[config.mk]
export PLATFORM = sky130hd
export DESIGN_NAME = sync_fifo_ctrl
export DESIGN_NICKNAME = d
export VERILOG_FILES = /design/src/rtl/sync_fifo_ctrl.sv
export SDC_FILE = /design/constraint.sdc
export NUM_CORES = 1
export LEC_CHECK = 0
export CORE_UTILIZATION = 65
export CTS_CLUSTER_DIAMETER = 150
export DETAILED_ROUTE_END_ITERATION = 8
export PLACE_DENSITY = 0.84
export SYNTH_ARGS = -nofsm -noshare
export SYNTH_HDL_FRONTEND = slang
export SYNTH_SLANG_ARGS = --single-unit
[constraint.sdc]
create_clock -name clk_i -period 9.9 [get_ports clk_i]
set_input_delay 0.99 -clock clk_i [delete_from_list [all_inputs] [get_ports clk_i]]
set_output_delay 0.99 -clock clk_i [all_outputs]
set_load 0.005 [all_outputs]
[src/rtl/sync_fifo_ctrl.sv]
// Single-clock show-ahead FIFO: circular-buffer storage, occupancy count and watermark flags.
// Optional sticky overflow/underflow flags are built when FIFO_ERR_EN is defined.
module sync_fifo_ctrl #(
    parameter int WIDTH    = 32,
    parameter int DEPTH    = 16,
    parameter int AF_LEVEL = DEPTH - 2,
    parameter int AE_LEVEL = 2
) (
    input  logic                       clk_i,
    input  logic                       rst_i,
    input  logic                       push_i,
    input  logic                       pop_i,
    input  logic [WIDTH-1:0]           data_i,
    input  logic                       err_clr_i,
    output logic [WIDTH-1:0]           data_o,
    output logic [$clog2(DEPTH+1)-1:0] count_o,
    output logic                       full_o,
    output logic                       empty_o,
    output logic                       almost_full_o,
    output logic                       almost_empty_o,
    output logic                       ovf_o,
    output logic                       udf_o
);

    localparam int PW = (DEPTH > 1) ? $clog2(DEPTH) : 1;
    localparam int CW = $clog2(DEPTH + 1);
    localparam logic [CW-1:0] DEPTH_C = CW'(DEPTH);
    localparam logic [CW-1:0] AF_C    = CW'(AF_LEVEL);
    localparam logic [CW-1:0] AE_C    = CW'(AE_LEVEL);
    localparam logic [PW-1:0] LAST_C  = PW'(DEPTH - 1);

    logic [PW-1:0]    wr_ptr_r, rd_ptr_r;
    logic [PW-1:0]    wr_ptr_nxt_s, rd_ptr_nxt_s;
    logic [CW-1:0]    count_r, count_nxt_s;
    logic [WIDTH-1:0] mem_r [DEPTH];
    logic             push_acc_s, pop_acc_s;

    // Explicit wrap compare so non-power-of-2 depths index correctly.
    function automatic logic [PW-1:0] ptr_inc(input logic [PW-1:0] ptr);
        if (ptr == LAST_C) begin
            return '0;
        end else begin
            return ptr + PW'(1);
        end
    endfunction

    // Acceptance decisions, pointer and count next-state from pre-edge state.
    always_comb begin
        pop_acc_s    = pop_i & (count_r != '0);
        push_acc_s   = push_i & ((count_r != DEPTH_C) | pop_acc_s);
        wr_ptr_nxt_s = wr_ptr_r;
        rd_ptr_nxt_s = rd_ptr_r;
        count_nxt_s  = count_r;
        if (push_acc_s) begin
            wr_ptr_nxt_s = ptr_inc(wr_ptr_r);
        end else begin
            wr_ptr_nxt_s = wr_ptr_r;
        end
        if (pop_acc_s) begin
            rd_ptr_nxt_s = ptr_inc(rd_ptr_r);
        end else begin
            rd_ptr_nxt_s = rd_ptr_r;
        end
        if (push_acc_s && !pop_acc_s) begin
            count_nxt_s = count_r + CW'(1);
        end else if (pop_acc_s && !push_acc_s) begin
            count_nxt_s = count_r - CW'(1);
        end else begin
            count_nxt_s = count_r;
        end
    end

    // Pointer and occupancy state.
    always_ff @(posedge clk_i or negedge rst_i) begin
        if (!rst_i) begin
            wr_ptr_r <= '0;
            rd_ptr_r <= '0;
            count_r  <= '0;
        end else begin
            wr_ptr_r <= wr_ptr_nxt_s;
            rd_ptr_r <= rd_ptr_nxt_s;
            count_r  <= count_nxt_s;
        end
    end

    // Storage array; deliberately not reset, a full push+pop writes the slot being freed.
    always_ff @(posedge clk_i) begin
        if (push_acc_s) begin
            mem_r[wr_ptr_r] <= data_i;
        end
    end

    assign data_o         = (count_r != '0) ? mem_r[rd_ptr_r] : '0;
    assign count_o        = count_r;
    assign full_o         = (count_r == DEPTH_C);
    assign empty_o        = (count_r == '0);
    assign almost_full_o  = (count_r >= AF_C);
    assign almost_empty_o = (count_r <= AE_C);

`ifdef FIFO_ERR_EN
    logic ovf_r, udf_r, ovf_nxt_s, udf_nxt_s;

    // Sticky error flags; a new error on the clearing edge takes priority.
    always_comb begin
        ovf_nxt_s = ovf_r;
        udf_nxt_s = udf_r;
        if (push_i && !push_acc_s) begin
            ovf_nxt_s = 1'b1;
        end else if (err_clr_i) begin
            ovf_nxt_s = 1'b0;
        end else begin
            ovf_nxt_s = ovf_r;
        end
        if (pop_i && !pop_acc_s) begin
            udf_nxt_s = 1'b1;
        end else if (err_clr_i) begin
            udf_nxt_s = 1'b0;
        end else begin
            udf_nxt_s = udf_r;
        end
    end

    // Error flag registers.
    always_ff @(posedge clk_i or negedge rst_i) begin
        if (!rst_i) begin
            ovf_r <= 1'b0;
            udf_r <= 1'b0;
        end else begin
            ovf_r <= ovf_nxt_s;
            udf_r <= udf_nxt_s;
        end
    end

    assign ovf_o = ovf_r;
    assign udf_o = udf_r;
`else
    logic unused_err_clr_s;

    assign unused_err_clr_s = err_clr_i;
    assign ovf_o            = 1'b0;
    assign udf_o            = 1'b0;
`endif

endmodule

## Word level (Yosys, flattened, before mapping)

Memories as Yosys holds them, arrays and structs flattened.
Index checks and enable logic that the tools add are counted.
Widths: inputs -> output; s select.

| storage, ports and cells | value |
|---|---|
| flip-flop bits (word level) | 13 |
| RAM bits | 512 |
| word-level logic and storage cells | 31 |
| memories kept | 1 |

Memories:

| memory | words | bits a word | rd ports | clocked after Yosys merged registers in | write ports | line | text |
|---|---|---|---|---|---|---|---|
| mem_r | 16 | 32 | 1 | 0 | 1 | 35 | `logic [WIDTH-1:0] mem_r [DEPTH];` |

| operators by class | value |
|---|---|
| add/subtract/negate cells | 4 |
| magnitude comparators | 2 |
| eq/ne operators | 4 |
| mux-type cells | 7 |
| bitwise gates (word level) | 3 |
| reduce and logical (&&, ||, !) cells | 7 |

Operators with widths:

| cell | number |
|---|---|
| $mux 32 | 1 |
| $mux 5 | 2 |
| $add 4x1->4 const B | 2 |
| $eq 4x4->1 const B | 2 |
| $mux 4 | 2 |
| $add 5x1->5 const B | 1 |
| $eq 5x5->1 const B | 1 |
| $ge 5x4->1 const B | 1 |
| $le 5x2->1 const B | 1 |
| $logic_not 5->1 | 1 |
| $ne 5x5->1 const B | 1 |
| $reduce_bool 5->1 | 1 |
| $sub 5x1->5 const B | 1 |
| $and 1x1->1 | 2 |
| $logic_and 1x1->1 | 2 |
| $logic_not 1->1 | 2 |
| $mux 1 | 2 |
| $reduce_bool 2->1 | 1 |
| $or 1x1->1 | 1 |

## Depth between registers and ports, before layout

Gate-level depths: netlist (run 1).

| depth | value |
|---|---|
| depth in word-level cells | 8 |
| gate-level depth with buffers | 11 |
| mapped depth without buffers | 9 |

## Worst setup path after synthesis (run 1)

Ideal clock, no wire load.

| timing | value |
|---|---|
| path type | register to register |
| from | reg count_r[1], in the netlist count_o[1] |
| to | reg count_r[4], in the netlist count_o[4] |
| setup time | 0.126 ns |
| data arrival time | 3.101 ns |
| data required time | 9.774 ns |
| path slack | 6.673 ns |
| stages on the path, launching flop included | 12 |
| buffers on the path | 2 |
| cell sequence | dfrtp_1 -> or4_1 -> buf_2 -> o31a_4 -> buf_6 -> ha_1 -> inv_1 -> ha_1 -> a21o_1 -> a2111oi_0 -> a31oi_1 -> a221o_1 |

| on the way | value |
|---|---|
| cells in the longest elaborated chain, start to end | 7 |
| elaborated cells on any way between the ends | 14 |
| classes of those cells | add/sub (2); eq/ne (1); mux (2); bitwise (3); reduce/logical (6) |

RTL lines:

| element | line | text |
|---|---|---|
| from (decl) | 34 | `logic [CW-1:0] count_r, count_nxt_s;` |
| from (signal assigned) | 82 | `count_r <= count_nxt_s;` |
| $reduce_bool 5->1 | 49 | `pop_acc_s = pop_i & (count_r != '0);` |
| $and 1x1->1 | 49 |  |
| $or 1x1->1 * | 50 | `push_acc_s = push_i & ((count_r != DEPTH_C) \| pop_acc_s);` |
| $and 1x1->1 * | 50 |  |
| via push_acc_s | 36 | `logic push_acc_s, pop_acc_s;` |
| $logic_not 1->1 | 66 | `end else if (pop_acc_s && !push_acc_s) begin` |
| $logic_and 1x1->1 | 66 |  |
| $reduce_bool 2->1 (no source line) | n/a |  |

The timed path passes the listed nets; every way through them passes the cells marked *. The select of a mux whose other input is x is not followed.
A chain may end at the register's enable or synchronous reset.

## Worst setup path after layout (run 1)

| timing | value |
|---|---|
| from | reg rd_ptr_r[0] |
| to | out data_o[3] |

| on the way | value |
|---|---|
| cells in the longest elaborated chain, start to end | 2 |

RTL lines:

| element | line | text |
|---|---|---|
| from (decl) | 32 | `logic [PW-1:0] wr_ptr_r, rd_ptr_r;` |
| from (signal assigned) | 81 | `rd_ptr_r <= rd_ptr_nxt_s;` |
| $mem_v2 16x32 | n/a |  |
| $mux 32 | 93 | `assign data_o = (count_r != '0) ? mem_r[rd_ptr_r] : '0;` |
| to (decl) | 15 | `output logic [WIDTH-1:0] data_o,` |

No other way between the ends.

==> metrics.txt, run 1 <==
# TYPE chip_impl_metric gauge
chip_impl_info{name="status",value="complete, but fails checks"} 1
chip_impl_info{name="failed_checks",value="DRC"} 1
chip_impl_info{name="crit_chain",value="buf_4, mux4_2, nor2b_1, a211oi_1, a211oi_1, clkdlybuf4s50_1"} 1
chip_impl_metric{name="post_cts_resize_count",unit=""} 0
chip_impl_metric{name="floorplan.core_area",unit="mm^2"} 0.03083
chip_impl_metric{name="worst_slew_pin_slew",unit="ps"} 1242
chip_impl_info{name="synthTopCellsByCount",value="512 x edfxtp_1, 128 x mux4_2, 64 x a211oi_1"} 1
chip_impl_metric{name="antenna_violating_nets_post_route",unit=""} 0
chip_impl_metric{name="power_density",unit="mW/mm^2"} 284.5
chip_impl_metric{name="post_cts_hold_buffer_count",unit=""} 0
chip_impl_info{name="path_class",value="reg2out"} 1
chip_impl_metric{name="top_level_ports",unit=""} 80
chip_impl_metric{name="report.final.slew_viol_count",unit=""} 0
chip_impl_metric{name="grt_first_pass_wirelength",unit="mm"} 63.57
chip_impl_metric{name="timing.critical_path.arrival",unit="ps"} 4480
chip_impl_metric{name="critical-path-max-stage-delay",unit="ps"} 1090
chip_impl_info{name="clock-root-buffer",value="clkbuf_16"} 1
chip_impl_info{name="critical_path.startpoint_type",value="flop"} 1
chip_impl_metric{name="timing.final.hold_violations",unit=""} 0
chip_impl_metric{name="power.share.combinational",unit="%"} 29.0
chip_impl_metric{name="timing.final.ws_setup",unit="ps"} 4426
chip_impl_metric{name="global_route.overflow_total",unit=""} 0
chip_impl_info{name="synthFlopType",value="edfxtp_1"} 1
chip_impl_metric{name="flow.area_growth_from_synthesis",unit="%"} 12.57
chip_impl_metric{name="clock_tree.htree_level_count",unit=""} 2
chip_impl_metric{name="initial_standard_cell_utilization_of_the_core",unit="%"} 66.42
chip_impl_metric{name="numCtsBuffers",unit=""} 49
chip_impl_info{name="cpLargestDelayFamily",value="buffers and inverters"} 1
chip_impl_metric{name="critical_path.max_fanout",unit=""} 51
chip_impl_metric{name="die_outline_area",unit="mm^2"} 0.03222
chip_impl_metric{name="vdd_ir_drop_max",unit="mV"} 0.1604
chip_impl_metric{name="cap_viol_max_count",unit=""} 0
chip_impl_metric{name="vias",unit=""} 9796
chip_impl_info{name="tritoncts_clock_tree",value="done"} 1
chip_impl_metric{name="holdWs",unit="ps"} 602.6
chip_impl_info{name="cp_slowest_cell",value="dfrtp_4"} 1
chip_impl_metric{name="period_minus_slack",unit="ps"} 5474
chip_impl_metric{name="cp_num_buf_inv",unit=""} 2
chip_impl_metric{name="yosysWarningCount",unit=""} 0
chip_impl_metric{name="postCtsSetupRepairBufs",unit=""} 0
chip_impl_metric{name="postSynthAreaPerCell",unit="um^2"} 22.23
chip_impl_metric{name="clock_power_share",unit="%"} 27.1
chip_impl_metric{name="first_global_vias",unit=""} 10340
chip_impl_metric{name="chipHeight",unit="um"} 179.5
chip_impl_metric{name="synth_top_cell_area_share",unit="%"} 75.08
chip_impl_metric{name="crit_required",unit="ps"} 8910
chip_impl_metric{name="place.detailed.hpwl",unit="mm"} 19.52
chip_impl_info{name="endpoint_kind",value="primary output"} 1
chip_impl_metric{name="p_sw_share",unit="%"} 28.72
chip_impl_metric{name="async_reset_ff_share",unit="%"} 2.476
chip_impl_metric{name="detailedPlace.worstSlack",unit="ps"} 5069
chip_impl_metric{name="cts-root-to-sink-buffers",unit=""} 3
chip_impl_metric{name="grt_resource_usage_total",unit="%"} 27.19
chip_impl_metric{name="fin_worst_skew",unit="ps"} 12.34
chip_impl_metric{name="antenna_found_initial",unit=""} 1
chip_impl_info{name="post-synth-top-count-cell",value="edfxtp_1"} 1
chip_impl_metric{name="finalCoreUtilization",unit="%"} 74.78
chip_impl_info{name="path_common_cell",value="a211oi_1"} 1
chip_impl_metric{name="place.gp.congestion",unit=""} 0.7420
chip_impl_metric{name="clock-sinks",unit=""} 525
chip_impl_metric{name="post-route-period-util",unit="%"} 55.29
chip_impl_metric{name="buffer_ports.inserted",unit=""} 76
chip_impl_metric{name="synth.lib_cells_used.distinct",unit=""} 40
chip_impl_metric{name="cellInternalPower",unit="uW"} 4675
chip_impl_metric{name="clkTransAtPathRegs",unit="ps"} 60
chip_impl_metric{name="switching_power",unit="uW"} 1884
chip_impl_metric{name="route.final.wire_length",unit="mm"} 42.53
chip_impl_info{name="synth_largest_area_cell",value="edfxtp_1"} 1
chip_impl_metric{name="total_of_endpoints_with_negative_setup_slack_in_the_final_report",unit=""} 0
chip_impl_metric{name="drc",unit=""} 6
chip_impl_metric{name="power.leakage",unit="uW"} 0.007267
chip_impl_info{name="rsz0062_at_grt",value="false"} 1
chip_impl_metric{name="drt_iter0_markers",unit=""} 1132
chip_impl_metric{name="fmax",unit="GHz"} 0.1827
chip_impl_metric{name="yosys_register_bits",unit=""} 525
chip_impl_metric{name="total_power",unit="uW"} 6559
chip_impl_metric{name="max_slew_headroom",unit="%"} 17.20
chip_impl_metric{name="mappedNetlistArea",unit="mm^2"} 0.02048
chip_impl_metric{name="synth_enable_flop_cells",unit=""} 512
chip_impl_metric{name="worstSkewPairLatency",unit="ps"} 560
chip_impl_info{name="hp-class",value="reg2reg"} 1
chip_impl_metric{name="fin_tns_setup",unit="ps"} 0
chip_impl_info{name="top_post_synthesis_cells_by_area",value="edfxtp_1 75%, mux4_2 14%, a211oi_1 2.3%, dfrtp_1 1.6%, mux2i_1 1.6%"} 1
chip_impl_metric{name="first_pass_iters",unit=""} 7
chip_impl_metric{name="share_seq_of_total_power",unit="%"} 43.9
chip_impl_metric{name="floorplan.die.width",unit="um"} 179.5
chip_impl_metric{name="design.final.nets",unit=""} 1046
chip_impl_metric{name="sequential_fraction_of_the_synthesis_area",unit="%"} 76.67
chip_impl_metric{name="placementRows",unit=""} 64
chip_impl_metric{name="drive_gt1_share",unit="%"} 21.63
chip_impl_metric{name="cells_after_synthesis",unit=""} 921
chip_impl_metric{name="vias_per_cell",unit=""} 6.817
chip_impl_metric{name="routed_wire_length_per_instance",unit="um"} 29.60
chip_impl_metric{name="grt_start_max_net_pins",unit=""} 62
==> power by group through the flow <==
stage	logic, uW	clock network, uW	registers [uW]
after floorplan	1360	0	2740
after global placement	1830	0	2900
after detailed placement	1870	0	2920
after CTS	1920	1790	2880
after global routing	2020	1880	2910
final	1900	1780	2880
==> cell type report <==
cell class	instances	area, um^2
Clock inverter	27	175.2
Inverter	4	15.01
Antenna cell	1	2.502
Sequential cell	525	15710
Tap cell	396	495.5
Timing Repair Buffer	83	813.3
Fill cell	1579	7776
Clock buffer	65	1339
Multi-Input combinational cell	336	4501
==> final timing paths <==
| path | from | cells after the start | slack, ps | endpoint |
|---|---|---|---|---|
| max in group asynchronous | rst_i | 1 | 8590 | rd_ptr_r[2]$_DFFE_PN0P_ |
| min reg2reg | count_o[0]$_DFFE_PN0P_ | 1 | 600 | count_o[0]$_DFFE_PN0P_ |
| min | count_o[0]$_DFFE_PN0P_ | 1 | 600 | count_o[0]$_DFFE_PN0P_ |
| min in group asynchronous | rst_i | 1 | 830 | count_o[3]$_DFFE_PN0P_ |
| max | rd_ptr_r[0]$_DFFE_PN0P_ | 6 | 4430 | data_o[3] |
| max reg2reg | count_o[1]$_DFFE_PN0P_ | 9 | 6300 | count_o[4]$_DFFE_PN0P_ |
==> cell families (layout without fill, tap and decap cells) <==
kind of cell    Yosys count  after routing  share of synthesized area, %
compound gates           88             88                         3.177
xor+xnor                  5              5                        0.2138
fa+ha+maj                10             10                        0.6477
buf+inv                  61            179                         1.509
flops                   525            525                         76.67
mux                     162            162                         15.75
other cells               1              3                       0.01831
simple gates             69             69                         2.016
==> metrics by stage <==
step / instances / area [um^2]
floorplan: 922 / 20480
global placement: 1344 / 21540
detailed placement: 1344 / 21540
CTS: 1436 / 23050
global route: 1437 / 23050
finish: 1437 / 23050
==> placed cells by master, fill, tap and decap left out, drive strengths merged, types with 5 or more instances in the layout <==
| cell | count |
|---|---|
| edfxtp | 512 |
| mux4 | 128 |
| clkdlybuf4s50 | 76 |
| clkbuf | 65 |
| a211oi | 64 |
| nor2b | 34 |
| mux2i | 32 |
| clkinv | 24 |
| dfrtp | 13 |
| and3 | 10 |
| ha | 9 |
| and2 | 9 |
| o21ai | 8 |
| buf | 7 |
| nand2 | 5 |
| inv | 5 |
==> flip-flops by register name (all words and copies together), names as in the netlist <==
signal and flops:
wr_ptr_r 4, count_o 5, rd_ptr_r 4, mem_r 512
==> worst reg2reg max path, delay by kind of cell, from the launching register on <==
kind                     cells  cell delay (ps)
flip-flops                   1              460
AO/OA/AOI/OAI                5             1540
AND/OR/NAND/NOR              1              710
buffers and inverters        1              200
adder cells (fa/ha/maj)      2              570
==> routing by layer <==
metal | up-vias | routed length (um) | share of wire [%] | track usage, %
met2 | 552 | 21970 | 52 | 45.17
met5 | - | 0 | 0 | 0
met3 | 91 | 3446 | 8.1 | 5.166
met1 | 5106 | 15840 | 37 | 36.21
li1 | 4047 | - | - | -
met4 | 0 | 1282 | 3.0 | 11.00
No activity file was read; power rests on OpenSTA's default activity.
==> inputs of run 2 (changes only) <==
CORE_UTILIZATION = 55   (was 65)
PLACE_DENSITY = 0.76   (was 0.84)
clock period = 4.65 ns   (was 9.9 ns; I/O delays follow)
==> metrics.txt, run 2 (same netlist as run 1, synthesis figures left out) <==
# TYPE chip_impl_metric gauge
chip_impl_metric{name="critical_path.max_fanout",unit=""} 39
chip_impl_metric{name="buffer_ports.inserted",unit=""} 76
chip_impl_metric{name="total_of_endpoints_with_negative_setup_slack_in_the_final_report",unit=""} 0
chip_impl_info{name="clock-root-buffer",value="clkbuf_16"} 1
chip_impl_metric{name="route.final.wire_length",unit="mm"} 39.41
chip_impl_metric{name="initial_standard_cell_utilization_of_the_core",unit="%"} 55.94
chip_impl_metric{name="post_cts_resize_count",unit=""} 0
chip_impl_metric{name="crit_required",unit="ps"} 4180
chip_impl_info{name="maxUsedRoutingLayer",value="met4"} 1
chip_impl_metric{name="met2WireLength",unit="mm"} 20.14
chip_impl_info{name="endpoint_kind",value="primary output"} 1
chip_impl_info{name="crit_chain",value="buf_12, mux4_2, nor2b_1, a211oi_1, a211oi_1, clkdlybuf4s50_1"} 1
chip_impl_metric{name="antenna_violating_nets_post_route",unit=""} 0
chip_impl_info{name="critical_path.startpoint_type",value="flop"} 1
chip_impl_metric{name="place.detailed.hpwl",unit="mm"} 19.83
chip_impl_metric{name="report.final.slew_viol_count",unit=""} 0
chip_impl_metric{name="fmax",unit="GHz"} 0.2520
chip_impl_metric{name="cts-root-to-sink-buffers",unit=""} 3
chip_impl_metric{name="timing.final.hold_violations",unit=""} 0
chip_impl_info{name="max_flop_register",value="mem_r"} 1
chip_impl_metric{name="placement.cell_area",unit="mm^2"} 0.02174
chip_impl_metric{name="wl_met3",unit="mm"} 1.893
chip_impl_metric{name="timing.critical_path.arrival",unit="ps"} 3500
chip_impl_metric{name="clkTransAtPathRegs",unit="ps"} 60
chip_impl_metric{name="postCtsSetupRepairBufs",unit=""} 0
chip_impl_metric{name="vias",unit=""} 9440
chip_impl_metric{name="drive_gt1_share",unit="%"} 22.76
chip_impl_metric{name="routed_wire_length_per_instance",unit="um"} 25.93
chip_impl_metric{name="clock-sinks",unit=""} 525
chip_impl_metric{name="flow.area_growth_from_synthesis",unit="%"} 14.02
chip_impl_metric{name="period_minus_slack",unit="ps"} 3968
chip_impl_info{name="path_common_cell",value="a211oi_1"} 1
chip_impl_metric{name="floorplan.die.width",unit="um"} 195.0
chip_impl_metric{name="grt_start_max_net_pins",unit=""} 68
chip_impl_metric{name="vdd_ir_drop_max",unit="mV"} 0.4023
chip_impl_metric{name="drt_iter0_markers",unit=""} 640
chip_impl_info{name="final_cell_mix",value="512 x edfxtp_1, 128 x mux4_2, 76 x clkdlybuf4s50_1"} 1
chip_impl_info{name="hp-class",value="in2async"} 1
chip_impl_metric{name="critical-path-max-stage-delay",unit="ps"} 760
chip_impl_metric{name="first_pass_iters",unit=""} 5
chip_impl_metric{name="grt_first_pass_wirelength",unit="mm"} 59.48
chip_impl_metric{name="global_route.overflow_total",unit=""} 0
chip_impl_metric{name="die_outline_area",unit="mm^2"} 0.03801
chip_impl_info{name="cp_slowest_cell",value="dfrtp_4"} 1
chip_impl_info{name="rsz0062_at_grt",value="false"} 1
chip_impl_metric{name="largest_register_ff_count",unit=""} 512
chip_impl_metric{name="drc",unit=""} 0
chip_impl_metric{name="numCtsBuffers",unit=""} 51
chip_impl_metric{name="wl_met1",unit="mm"} 16.63
chip_impl_metric{name="first_global_vias",unit=""} 9748
chip_impl_metric{name="fin_worst_skew",unit="ps"} 10.50
chip_impl_metric{name="chipHeight",unit="um"} 195.0
chip_impl_metric{name="clock_tree.htree_level_count",unit=""} 2
chip_impl_metric{name="floorplan.core_area",unit="mm^2"} 0.03661
chip_impl_metric{name="power_density",unit="mW/mm^2"} 604.7
chip_impl_metric{name="finalNonFillerCells",unit=""} 1520
chip_impl_metric{name="worst_slew_pin_slew",unit="ps"} 1174
chip_impl_info{name="path_class",value="reg2out"} 1
chip_impl_info{name="tritoncts_clock_tree",value="done"} 1
chip_impl_info{name="layout.cells.most_common",value="edfxtp_1"} 1
chip_impl_metric{name="design.final.nets",unit=""} 1056
chip_impl_metric{name="place.gp.congestion",unit=""} 0.7139
chip_impl_metric{name="antenna_found_initial",unit=""} 1
chip_impl_metric{name="cap_viol_max_count",unit=""} 0
chip_impl_metric{name="vias_per_cell",unit=""} 6.211
chip_impl_metric{name="power.leakage",unit="uW"} 0.007360
chip_impl_metric{name="reg2regPathDepth",unit=""} 9
chip_impl_metric{name="fin_tns_setup",unit="ps"} 0
chip_impl_info{name="status",value="finished, final reports clean"} 1
chip_impl_metric{name="post_cts_hold_buffer_count",unit=""} 0
chip_impl_metric{name="finalCoreUtilization",unit="%"} 63.78
chip_impl_metric{name="timing.final.ws_setup",unit="ps"} 681.5
chip_impl_metric{name="placedCellCount",unit=""} 1424
chip_impl_metric{name="max_slew_headroom",unit="%"} 21.74
chip_impl_metric{name="grt_resource_usage_total",unit="%"} 21.35
chip_impl_metric{name="detailedPlace.worstSlack",unit="ps"} 1212
chip_impl_metric{name="post-route-period-util",unit="%"} 85.34
chip_impl_metric{name="worstSkewPairLatency",unit="ps"} 570
chip_impl_metric{name="layout.cell_area.non_filler",unit="mm^2"} 0.02335
chip_impl_metric{name="placementRows",unit=""} 70
chip_impl_metric{name="top_level_ports",unit=""} 80
## run 2: changes by cell type in the layout (fill, tap and decap cells not counted), moves of 2 or more
cell / change
buf_4: +4
buf_12: +4
clkinv_1: -2
clkbuf_1: -2
inv_6: +2
clkinvlp_4: +3
bufinv_16: +3
## run 2: metrics by stage
stage          power [uW]  hold WS, ps
2_1_floorplan        8736        169.4
3_3_place_gp        10230        571.8
3_5_place_dp        10300        582.9
4_1_cts             14260        285.2
5_1_grt             14720        328.7
6_report            14120        300.0
## run 2: where the power goes
group	switching, uW	total [uW]	internal, uW
logic	1810	4030	2220
clock network	1680	3970	2290
registers	457	6120	5660
total	3940	14100	10200
## run 2: worst paths after layout
check                                         from                       to  slack [ps]
max                        rd_ptr_r[0]$_DFFE_PN0P_               data_o[11]         680
min                                          rst_i   count_o[1]$_DFFE_PN0P_         300
max reg2reg                 count_o[1]$_DFFE_PN0P_   count_o[4]$_DFFE_PN0P_        1170
min reg2reg                 count_o[2]$_DFFE_PN0P_   count_o[2]$_DFFE_PN0P_         600
max in group asynchronous                    rst_i  rd_ptr_r[1]$_DFFE_PN0P_        3860
min in group clk_i          count_o[2]$_DFFE_PN0P_   count_o[2]$_DFFE_PN0P_         600
## run 2: critical path, delay by kind of cell, from the launching register on
kind | cells | cell delay [ps]
buf+inv | 2 | 900
flops | 1 | 760
compound gates | 2 | 560
mux | 1 | 550
simple gates | 1 | 140
## run 2: cell type report
class,instances,area [um^2]
repair buffers,91,923.4
multi-input cells,336,4501
well taps,468,585.6
clock inverters,32,289.0
clock buffers,62,1318
diodes,2,5.005
fillers,2407,13260
inverters,4,15.01
flip-flops and latches,525,15710
## run 2: routing by layer
layer	vias up	global-route usage (%)
li1	4092	-
met1	5047	29.63
met2	244	35.86
met3	57	3.106
met4	0	5.862
met5	-	0
==> inputs of run 3 (changes only) <==
CELL_PAD_IN_SITES_DETAIL_PLACEMENT = 1   (was unset)
CELL_PAD_IN_SITES_GLOBAL_PLACEMENT = 2   (was unset)
CORE_UTILIZATION = 44   (was 55)
GPL_ROUTABILITY_DRIVEN = 0   (was unset)
PLACE_DENSITY = unset   (was 0.76)
PLACE_DENSITY_LB_ADDON = 0.1   (was unset)
==> metrics.txt, run 3 (same netlist as run 1, synthesis figures left out) <==
# TYPE chip_impl_metric gauge
chip_impl_info{name="clock-root-buffer",value="clkbuf_16"} 1
chip_impl_metric{name="period_minus_slack",unit="ps"} 3995
chip_impl_metric{name="grt_start_max_net_pins",unit=""} 66
chip_impl_metric{name="post_cts_hold_buffer_count",unit=""} 0
chip_impl_metric{name="finalCoreUtilization",unit="%"} 52.13
chip_impl_metric{name="power_density",unit="mW/mm^2"} 612.8
chip_impl_metric{name="timing.critical_path.arrival",unit="ps"} 3530
chip_impl_info{name="hp-class",value="in2async"} 1
chip_impl_info{name="tritoncts_clock_tree",value="done"} 1
chip_impl_metric{name="placedCellCount",unit=""} 1574
chip_impl_metric{name="placementRows",unit=""} 78
chip_impl_metric{name="cap_viol_max_count",unit=""} 0
chip_impl_metric{name="drc",unit=""} 0
chip_impl_metric{name="fin_tns_setup",unit="ps"} 0
chip_impl_info{name="status",value="finished, final reports clean"} 1
chip_impl_metric{name="antenna_violating_nets_post_route",unit=""} 0
chip_impl_metric{name="top_level_ports",unit=""} 80
chip_impl_info{name="layout.cells.most_common",value="edfxtp_1"} 1
chip_impl_metric{name="clock-sinks",unit=""} 525
chip_impl_metric{name="die_outline_area",unit="mm^2"} 0.04741
chip_impl_metric{name="worstSkewPairLatency",unit="ps"} 600
chip_impl_metric{name="holdWs",unit="ps"} 258.4
chip_impl_metric{name="total_of_endpoints_with_negative_setup_slack_in_the_final_report",unit=""} 0
chip_impl_metric{name="vdd_ir_drop_max",unit="mV"} 0.3332
chip_impl_metric{name="largest_register_ff_count",unit=""} 512
chip_impl_info{name="endpoint_kind",value="primary output"} 1
chip_impl_metric{name="worst_slew_pin_slew",unit="ps"} 1095
chip_impl_info{name="path_class",value="reg2out"} 1
chip_impl_info{name="max_flop_register",value="mem_r"} 1
chip_impl_metric{name="post-route-period-util",unit="%"} 85.92
chip_impl_metric{name="postCtsSetupRepairBufs",unit=""} 0
chip_impl_metric{name="first_pass_iters",unit=""} 4
chip_impl_metric{name="clock_power_share",unit="%"} 29.8
chip_impl_metric{name="vias_per_cell",unit=""} 5.697
chip_impl_metric{name="buffer_ports.inserted",unit=""} 76
chip_impl_metric{name="drive_gt1_share",unit="%"} 24.61
chip_impl_metric{name="floorplan.core_area",unit="mm^2"} 0.04567
chip_impl_metric{name="post_cts_resize_count",unit=""} 0
chip_impl_info{name="crit-reg2reg-launch",value="count_o[1]$_DFFE_PN0P_"} 1
chip_impl_metric{name="timing.final.hold_violations",unit=""} 0
chip_impl_metric{name="power.leakage",unit="uW"} 0.007544
chip_impl_metric{name="max_slew_headroom",unit="%"} 26.97
chip_impl_metric{name="switching_power",unit="uW"} 4162
chip_impl_metric{name="numCtsBuffers",unit=""} 55
chip_impl_metric{name="cellInternalPower",unit="uW"} 10430
chip_impl_metric{name="clkTransAtPathRegs",unit="ps"} 60
chip_impl_metric{name="routed_wire_length_per_instance",unit="um"} 27.54
chip_impl_metric{name="finalNonFillerCells",unit=""} 1677
chip_impl_metric{name="global_route.overflow_total",unit=""} 0
chip_impl_metric{name="critical_path.max_fanout",unit=""} 33
chip_impl_info{name="rsz0062_at_grt",value="false"} 1
chip_impl_info{name="final_cell_mix",value="512 x edfxtp_1, 128 x mux4_2, 76 x clkdlybuf4s50_1"} 1
chip_impl_metric{name="cts-root-to-sink-buffers",unit=""} 3
chip_impl_metric{name="detailedPlace.worstSlack",unit="ps"} 1160
chip_impl_metric{name="place.detailed.hpwl",unit="mm"} 25.00
chip_impl_metric{name="drt_iter0_markers",unit=""} 759
chip_impl_info{name="critical_path.startpoint_type",value="flop"} 1
chip_impl_metric{name="chipHeight",unit="um"} 217.7
chip_impl_metric{name="report.final.slew_viol_count",unit=""} 0
chip_impl_metric{name="vias",unit=""} 9554
chip_impl_metric{name="fin_worst_skew",unit="ps"} 24.20
chip_impl_info{name="cp-startpoint",value="rd_ptr_r[0]$_DFFE_PN0P_"} 1
chip_impl_metric{name="flow.area_growth_from_synthesis",unit="%"} 16.26
chip_impl_metric{name="first_global_vias",unit=""} 10570
chip_impl_metric{name="crit_required",unit="ps"} 4180
chip_impl_metric{name="grt_resource_usage_total",unit="%"} 20.24
chip_impl_metric{name="share_seq_of_total_power",unit="%"} 42.0
chip_impl_metric{name="grt_first_pass_wirelength",unit="mm"} 69.11
chip_impl_metric{name="num_antenna_cells",unit=""} 0
chip_impl_metric{name="design.final.nets",unit=""} 1078
chip_impl_metric{name="route.final.wire_length",unit="mm"} 46.18
chip_impl_metric{name="initial_standard_cell_utilization_of_the_core",unit="%"} 44.84
chip_impl_metric{name="floorplan.die.width",unit="um"} 217.7
chip_impl_metric{name="antenna_found_initial",unit=""} 2
chip_impl_metric{name="p_sw_share",unit="%"} 28.53
chip_impl_metric{name="clock_tree.htree_level_count",unit=""} 2
chip_impl_metric{name="fmax",unit="GHz"} 0.2503
chip_impl_metric{name="timing.final.ws_setup",unit="ps"} 654.9
chip_impl_metric{name="power.share.combinational",unit="%"} 28.2
[run 3: cell types whose count changed in the layout (fill, tap and decap cells not counted), moves of 2 or more]
| cell | previous run | this run |
|---|---|---|
| buf_4 | 11 | 30 |
| clkbuf_16 | 51 | 56 |
| clkinv_2 | 9 | 11 |
| clkinv_4 | 0 | 2 |
| diode_2 | 2 | 0 |
| inv_6 | 3 | 1 |
[run 3: layer usage]
| layer | GRT usage (%) | up-vias | part of all wire, % |
|---|---|---|---|
| li1 | - | 4119 | - |
| met1 | 27.59 | 5186 | 44 |
| met2 | 34.08 | 172 | 51 |
| met3 | 2.873 | 73 | 3.6 |
| met4 | 5.804 | 4 | 2.0 |
| met5 | 0 | - | 0.048 |
[run 3: final timing paths]
| kind | end | slack, ps | cells after the start |
|---|---|---|---|
| max | data_o[26] | 650 | 6 |
| min | wr_ptr_r[3]$_DFFE_PN0P_ | 260 | 1 |
| max reg2reg | count_o[4]$_DFFE_PN0P_ | 1120 | 9 |
| min reg2reg | count_o[2]$_DFFE_PN0P_ | 600 | 2 |
| max in group asynchronous | rd_ptr_r[1]$_DFFE_PN0P_ | 3920 | 1 |
| min in group clk_i | count_o[2]$_DFFE_PN0P_ | 600 | 2 |
[run 3: power by group through the flow]
| stage | clock network, uW | logic (uW) | registers, uW |
|---|---|---|---|
| floorplan | 0 | 2890 | 5840 |
| global placement | 0 | 4180 | 6230 |
| detailed placement | 0 | 4200 | 6250 |
| CTS | 4450 | 4230 | 6150 |
| global route | 4600 | 4470 | 6200 |
| finish | 4340 | 4110 | 6130 |
[run 3: worst max-delay path, cell delays in order, from the launching register on]
cell and delay [ps]:
dfrtp_4 870, buf_4 410, mux4_2 530, nor2b_1 140
a211oi_1 300, a211oi_1 130, clkdlybuf4s50_1 480
[run 3: stage by stage]
step | instance area [um^2] | total power (uW)
2_1_floorplan | 20480 | 8736
3_3_place_gp | 22020 | 10410
3_5_place_dp | 22020 | 10440
4_1_cts | 23810 | 14830
5_1_grt | 23810 | 15270
6_report | 23810 | 14590
[run 3: layout make-up]
| type | count | area [um^2] |
|---|---|---|
| repair buffers | 109 | 1046 |
| inverters | 4 | 15.01 |
| multi-input cells | 336 | 4501 |
| well taps | 600 | 750.7 |
| flip-flops and latches | 525 | 15710 |
| clock buffers | 67 | 1443 |
| clock inverters | 36 | 341.6 |
| fillers | 3972 | 21860 |
